**src/rtl/disp_src_sched.sv**
```systemverilog
// Round-robin time-multiplexer sharing one 4-digit display among N_SRC sources,
// with a fixed dwell per grant and a dark gap between grants, paced by ce_1ms.
module disp_src_sched #(
  parameter int N_SRC    = 4,
  parameter int HOLD_MS  = 1000,
  parameter int BLANK_MS = 100,
  localparam int SRC_W   = (N_SRC > 2) ? $clog2(N_SRC) : 1
) (
  input  logic                 clk,
  input  logic                 rst_n,
  input  logic                 ce_1ms,
  input  logic [N_SRC-1:0]     req,
  input  logic [16*N_SRC-1:0]  src_dat,
  input  logic [2*N_SRC-1:0]   src_pt,
  output logic [15:0]          dat,
  output logic [1:0]           pt,
  output logic                 blank,
  output logic [N_SRC-1:0]     gnt,
  output logic [SRC_W-1:0]     cur_src
);

  localparam int HW = $clog2(HOLD_MS + 1);
  localparam int BW = $clog2(BLANK_MS + 1);

  typedef enum logic [1:0] {IDLE, SHOW, GAP} state_t;

  state_t           state, state_nxt;
  logic [SRC_W-1:0] src_nxt;
  logic [HW-1:0]    hold_cnt;
  logic [BW-1:0]    gap_cnt;
  logic [N_SRC-1:0] cur_oh;
  logic             others;
  logic             cur_req;
  logic             hold_exp, gap_exp;
  logic             pick_vld;
  logic [SRC_W-1:0] pick_idx;

  logic [15:0]      dat_d;
  logic [1:0]       pt_d;
  logic             blank_d;
  logic [N_SRC-1:0] gnt_d;

  assign cur_oh   = N_SRC'(1) << cur_src;
  assign cur_req  = req[cur_src];
  assign others   = |(req & ~cur_oh);
  assign hold_exp = ce_1ms && (hold_cnt == HW'(HOLD_MS - 1));
  assign gap_exp  = ce_1ms && (gap_cnt == BW'(BLANK_MS - 1));

  // Descending scan so the nearest requester after cur_src wins; cur_src is tried last.
  always_comb begin
    int idx;
    idx      = 0;
    pick_vld = 1'b0;
    pick_idx = cur_src;
    for (int k = N_SRC; k >= 1; k--) begin
      idx = int'(cur_src) + k;
      if (idx >= N_SRC) idx = idx - N_SRC;
      if (req[idx]) begin
        pick_vld = 1'b1;
        pick_idx = SRC_W'(idx);
      end
    end
  end

  always_ff @(posedge clk) begin
    if (!rst_n) begin
      state   <= IDLE;
      cur_src <= SRC_W'(N_SRC - 1);
    end else begin
      state   <= state_nxt;
      cur_src <= src_nxt;
    end
  end

  always_comb begin
    state_nxt = state;
    src_nxt   = cur_src;
    case (state)
      IDLE: begin
        if (pick_vld) begin
          state_nxt = SHOW;
          src_nxt   = pick_idx;
        end
      end
      SHOW: begin
        // A lone requester at expiry simply restarts its dwell without blanking.
        if (!cur_req || hold_exp) begin
          if (others)        state_nxt = GAP;
          else if (!cur_req) state_nxt = IDLE;
        end
      end
      GAP: begin
        if (gap_exp) begin
          if (pick_vld) begin
            state_nxt = SHOW;
            src_nxt   = pick_idx;
          end else begin
            state_nxt = IDLE;
          end
        end
      end
      default: state_nxt = IDLE;
    endcase
  end

  always_comb begin
    dat_d   = '0;
    pt_d    = '0;
    blank_d = 1'b1;
    gnt_d   = '0;
    if (state_nxt == SHOW) begin
      dat_d   = src_dat[16*int'(src_nxt) +: 16];
      pt_d    = src_pt[2*int'(src_nxt) +: 2];
      blank_d = 1'b0;
      gnt_d   = N_SRC'(1) << src_nxt;
    end
  end

  // Counters clear on every state change, so a strobe in the entry cycle is never counted.
  always_ff @(posedge clk) begin
    if (!rst_n) begin
      hold_cnt <= '0;
      gap_cnt  <= '0;
      dat      <= '0;
      pt       <= '0;
      blank    <= 1'b1;
      gnt      <= '0;
    end else begin
      hold_cnt <= (state == SHOW && state_nxt == SHOW && !hold_exp) ? hold_cnt + HW'(ce_1ms) : '0;
      gap_cnt  <= (state == GAP && !gap_exp) ? gap_cnt + BW'(ce_1ms) : '0;
      dat      <= dat_d;
      pt       <= pt_d;
      blank    <= blank_d;
      gnt      <= gnt_d;
    end
  end

endmodule

```
**config.mk**
```make
export PLATFORM = sky130hd
export DESIGN_NAME = disp_src_sched
export DESIGN_NICKNAME = d
export VERILOG_FILES = /design/src/rtl/disp_src_sched.sv
export SDC_FILE = /design/constraint.sdc
export NUM_CORES = 1
export LEC_CHECK = 0
export ABC_AREA = 1
export CORE_ASPECT_RATIO = 1.25
export CORE_MARGIN = 3
export CORE_UTILIZATION = 46
export DETAILED_ROUTE_END_ITERATION = 12
export GPL_TIMING_DRIVEN = 0
export MAX_ROUTING_LAYER = met4
export PLACE_DENSITY = 0.82
export SLEW_MARGIN = 20
export SYNTH_ARGS = -nofsm -noshare
export SYNTH_HDL_FRONTEND = slang
export SYNTH_SLANG_ARGS = --single-unit
```
**constraint.sdc**
```tcl
create_clock -name clk -period 3.36 [get_ports clk]
set_clock_uncertainty 0.1 [all_clocks]
set_input_delay 0.672 -clock clk [delete_from_list [all_inputs] [get_ports clk]]
set_output_delay 0.672 -clock clk [all_outputs]
set_load 0.02 [all_outputs]
```
# == After elaboration in Yosys (flattened, before gate mapping) ==
# Index checks and enable logic that the tools add are counted.
# totals
word_cells,89
mem_count,0
ramBits,0
regBits,44
inputBits,79
romBits,0
latch_bits,0
# classes
order_cmp,9
mux,37
reduce_logical,14
bitwise,2
n_mul,0
addsub,10
eq_ne,5
shifts,4
div,0
# op_table
op,count
less-than comparator 32 x 4 -> 1 bit (second input constant),4
2-to-1 mux 32 bit,4
variable part select 64 x 7 -> 16 bit,1
2-to-1 mux 2 bit,11
2-to-1 mux 1 bit,15
subtractor 3 x 3 -> 4 bit (second input constant),3
adder 10 x 1 -> 10 bit,1
binary-select mux 1 bit (select 2 bit),5
equality test 10 bit (second input constant),1
>= comparator 3 bit (second input constant),3
variable part select 8 x 4 -> 2 bit,1
left shift 1 x 2 -> 4 bit (first input constant),2
adder 7 x 1 -> 7 bit,1
equality test 7 bit (second input constant),1
adder 2 x 2 -> 3 bit (second input constant),2
one-hot mux 2 bit (3 select lines),1
AND reduction 2 bit,3
logical AND 1 bit,5
subtractor 4 x 3 -> 5 bit (second input constant),1
adder 2 x 3 -> 4 bit (second input constant),1
bitwise AND 4 bit,1
equality test 2 x 1 -> 1 bit (second input constant),2
>= comparator 4 x 3 -> 1 bit (second input constant),1
inverter 4 bit,1
8 further kinds,10

# == Logic depth before layout (Yosys ltp) ==
# logic_depth
word_depth,17
depth_mapped,18
ltp_nobuf,16

# == Worst setup path after synthesis ==
# OpenSTA, ideal clock, no wires.
# synth_path
path_kind,reg-to-reg
from,register cur_src[0]
to,register dat[2]
t_arrival_ns,2.125
path_stages_with_launch,17
path_slack_ns,1.024
n_path_buf,2
synth_period_minus_slack_ns,2.336
cell_sequence,dfxtp_1 > inv_2 > ha_1 > inv_1 > nand3_1 > nand2_1 > inv_2 > nand3_1 > nand2_1 > nand2_1 > nand3_1 > buf_2 > buf_4 > nand3_1 > nand2_1 > inv_1 > nand2_1
# synth_via
elab_chain_cells,15
# synth_lines
item,line,rtl
start: declaration,19,output logic [SRC_W-1:0] cur_src
start signal: assignment,68,cur_src <= SRC_W'(N_SRC - 1);
start signal: assignment,71,cur_src <= src_nxt;
"parallel branches: the longest is 15 deep, another holds subtractor 4 x 3 -> 5 bit",--,
end signal: assignment,131,dat <= dat_d;
end: declaration,15,"output logic [15:0] dat,"
# Several ways; the timed one is not identified. The select of a mux whose other input is x is not followed.
# A chain may end at the register's enable or synchronous reset.

# == Worst setup path in the final report ==
# layout_path
from,input req[3]
to,register dat[0]
# layout_via
elab_chain_cells,12
# layout_lines
item,line,rtl
start: declaration,12,"input logic [N_SRC-1:0] req,"
"parallel branches: the longest is 12 deep, another holds variable part select 64 x 7 -> 16 bit",--,
# Several ways; the timed one is not identified. The select of a mux whose other input is x is not followed.

==> key figures <==
Setup path
  • CP max FO: 10
  • Crit end category: flip-flop
  • Critical Path RT: 3500 ps
  • Critical path data arrival time: 2850 ps
  • CP startpoint kind: primary input
  • Setup CP Type: in2reg

Outcome
  • Status: completed

GRT
  • Vias in the first global route: 2681
  • Global-route wire length before repair: 11400 µm
  • Global route total overflow: 0
  • GRT Overall Usage: 23.2%
  • Largest net degree at the start of global routing: 16
  • Antenna violations before repair: 0

Power and ir drop
  • Sw frac: 47.4%
  • Cell internal pwr: 1.53 mW
  • Pleak: 1.74 nW
  • NetSw: 1.38 mW
  • Sequential fraction of design power: 23.8%
  • PwrDens: 787 nW/µm²
  • IR drop worst, VDD: 0.490 mV
  • Clock share of power: 14.2%
  • Combinational share of power: 62.0%

Floorplanning
  • Die X: 71.7 µm
  • Core area: 5150 µm²
  • IO Pins: 104
  • Die H: 88.1 µm
  • Placement Rows: 29
  • Die area: 6320 µm²
  • Starting Density: 48.2%

Clock tree
  • Post-CTS Hold Buffers: 0
  • Total CTS buffers: 5
  • Clock Pin Slew Worst Setup and Hold Paths: 90 ps
  • Clock Latency Late Sink: 300 ps
  • Clock sink count: 44
  • TritonCTS clock tree: built
  • H-tree depth: 2
  • Post_cts resized: 0
  • Clock Path Buffers: 2
  • Setup bufs post-CTS: 0
  • Root buf cell: clkbuf_8

Detailed routing
  • Wire length per cell: 12.4 µm
  • Via density per instance: 4.97
  • Via count: 2758
  • First-pass DRT Iterations: 4
  • Antenna viol nets, final: 0
  • Remaining DRCs: 0
  • 1st-iter DRT viols: 79
  • Final WL: 6900 µm

Final layout
  • Final nets: 579
  • Fillcell total: 443
  • Most frequent cells in the layout: nand2_1 (106), clkdlybuf4s50_1 (103), nand3_1 (90)
  • Diode count: 0
  • Synth-to-Final Area Change: 49.4%
  • Share of layout cells above drive strength 1: 7.51%
  • Commonest non-fill, non-tap cell in the layout: nand2_1

Timing
  • Final setup violation count: 0
  • Worst-Margin Slew: 480 ps
  • Hold WS: 428 ps
  • Max-slew violations: 0
  • Setup_tns: 0 ps
  • Setup WS post-layout: 649 ps
  • Fmax: 0.369 GHz
  • Final period util: 80.7%
  • Final hold vios: 0
  • Slew margin rel.: 68.0%
  • Minimum clock period: 2710 ps
  • RSZ-0062 raised after global routing: no

Placed design
  • Number of I/O port buffers: 103
  • DP Worst Slack: 350 ps
  • Routability-driven placement congestion ratio: 0.893
  • Post-DP HPWL: 5460 µm

Synth
  • Syn Inst Count: 382
  • Mapped Nets: 469
  • Compound-Gate Fraction of Synth Area: 2.17%
  • Post-Synth Adder-Cell Area: 4.03%
  • Area leader, netlist: dfxtp_1
  • Top cells by area, synth: dfxtp_1 (36%), nand3_1 (18%), nand2_1 (16%), inv_1 (7.3%), nor2_1 (4.4%)
  • Post-synthesis mux area share: 0%
  • Synth Area per Inst: 6.50 µm²
  • Register area share after synthesis: 35.5%
  • Largest family of logic cells by synthesized area: simple AND/OR/NAND/NOR gates
  • Synth Register Bits: 44
  • Synth top area share: 35.5%
  • Post-synth cell types: 25
  • Warnings from Yosys: 0
  • Post-synthesis xor/xnor area fraction: 3.18%
  • Post-Syn Area: 2480 µm²
  • Synth Area in Simple Gates: 41.9%

Flow run
  • Max Cap Viol: 0

Min path
  • Tightest Hold Check Type: reg2reg
metal layers:
| layer | track usage (%) | part of all wire, % | vias up |
|---|---|---|---|
| met1 | 24.7 | 39 | 1236 |
| met4 | 8.38 | 1.8 | 0 |
| met2 | 41.3 | 52 | 97 |
| met3 | 5.74 | 7.5 | 12 |
| met5 | - | 0 | - |
| li1 | - | - | 1413 |
critical path, stage by stage:
cell,delay [ps]
clkdlybuf4s50_1,470
inv_1,60
o21ai_1,230
nand2_1,130
nand3_1,120
nand2_1,60
nand2_1,50
nand2_1,50
nand2_1,130
nand2_2,110
nor2_4,220
buf_2,280
nand3_1,100
nand2_1,80
inv_2,30
nand2_1,70
cell type report:
class	instances	area (µm²)	share of cell area (%)
multi-input combinational	262	1270	34.3
sequential	44	881	23.8
clock inverter	3	47.5	1.28
inverter	62	233	6.28
clock buffer	5	68.8	1.86
buffer	14	95.1	2.57
timing repair buffer	103	1030	27.8
tap	62	77.6	2.09
final timing paths:
check | cells past startpoint | to | slack [ps] | start
max | 16 | dat[0] | 650 | req[3]
min reg2reg | 2 | gap_cnt[2] | 430 | gap_cnt[2]
min | 2 | gap_cnt[2] | 430 | gap_cnt[2]
max reg2reg | 16 | dat[0] | 710 | cur_src[0]
Yosys cell counts (all sizes together):
cell type	count
a21oi	2
nor3	6
clkbuf	3
nand3	90
buf	11
nand2	108
dfxtp	44
nor2	30
o22ai	2
nor3b	2
nand3b	1
ha	8
o21ai	1
nand4	1
inv	62
o21bai	1
xor2	6
xnor2	3
a21boi	1
power groups by stage:
stage / Sequential (mW) / Clock [mW] / Combinational, mW
global route: 0.707 / 0.442 / 2.02
CTS: 0.694 / 0.424 / 1.82
finish: 0.695 / 0.414 / 1.81
floorplan: 0.818 / 0 / 1.09
global placement: 0.704 / 0 / 1.78
detailed placement: 0.706 / 0 / 1.81
flip-flops by register name (all words and copies together) (netlist names):
name / cells
blank: 1
cur_src: 2
dat: 16
gnt: 4
hold_cnt: 10
pt: 2
state: 2
gap_cnt: 7
cell families (layout without fill, tap and decap cells):
kind of cell | Yosys count | in the layout
compound gates | 7 | 7
xor+xnor | 9 | 9
flops | 44 | 44
fa+ha+maj | 8 | 8
buf+inv | 76 | 187
simple gates | 238 | 238
per-stage QoR:
step / area (µm²) / utilization [%] / power, mW / std cells
global placement: 3590 / 69.7 / 2.48 / 547
floorplan: 2480 / - / 1.90 / 382
finish: 3710 / 71.9 / 2.92 / 555
detailed placement: 3590 / 69.7 / 2.51 / 547
CTS: 3710 / 71.9 / 2.94 / 555
global route: 3710 / 71.9 / 3.17 / 555
Power figures use the tool's default switching activity.
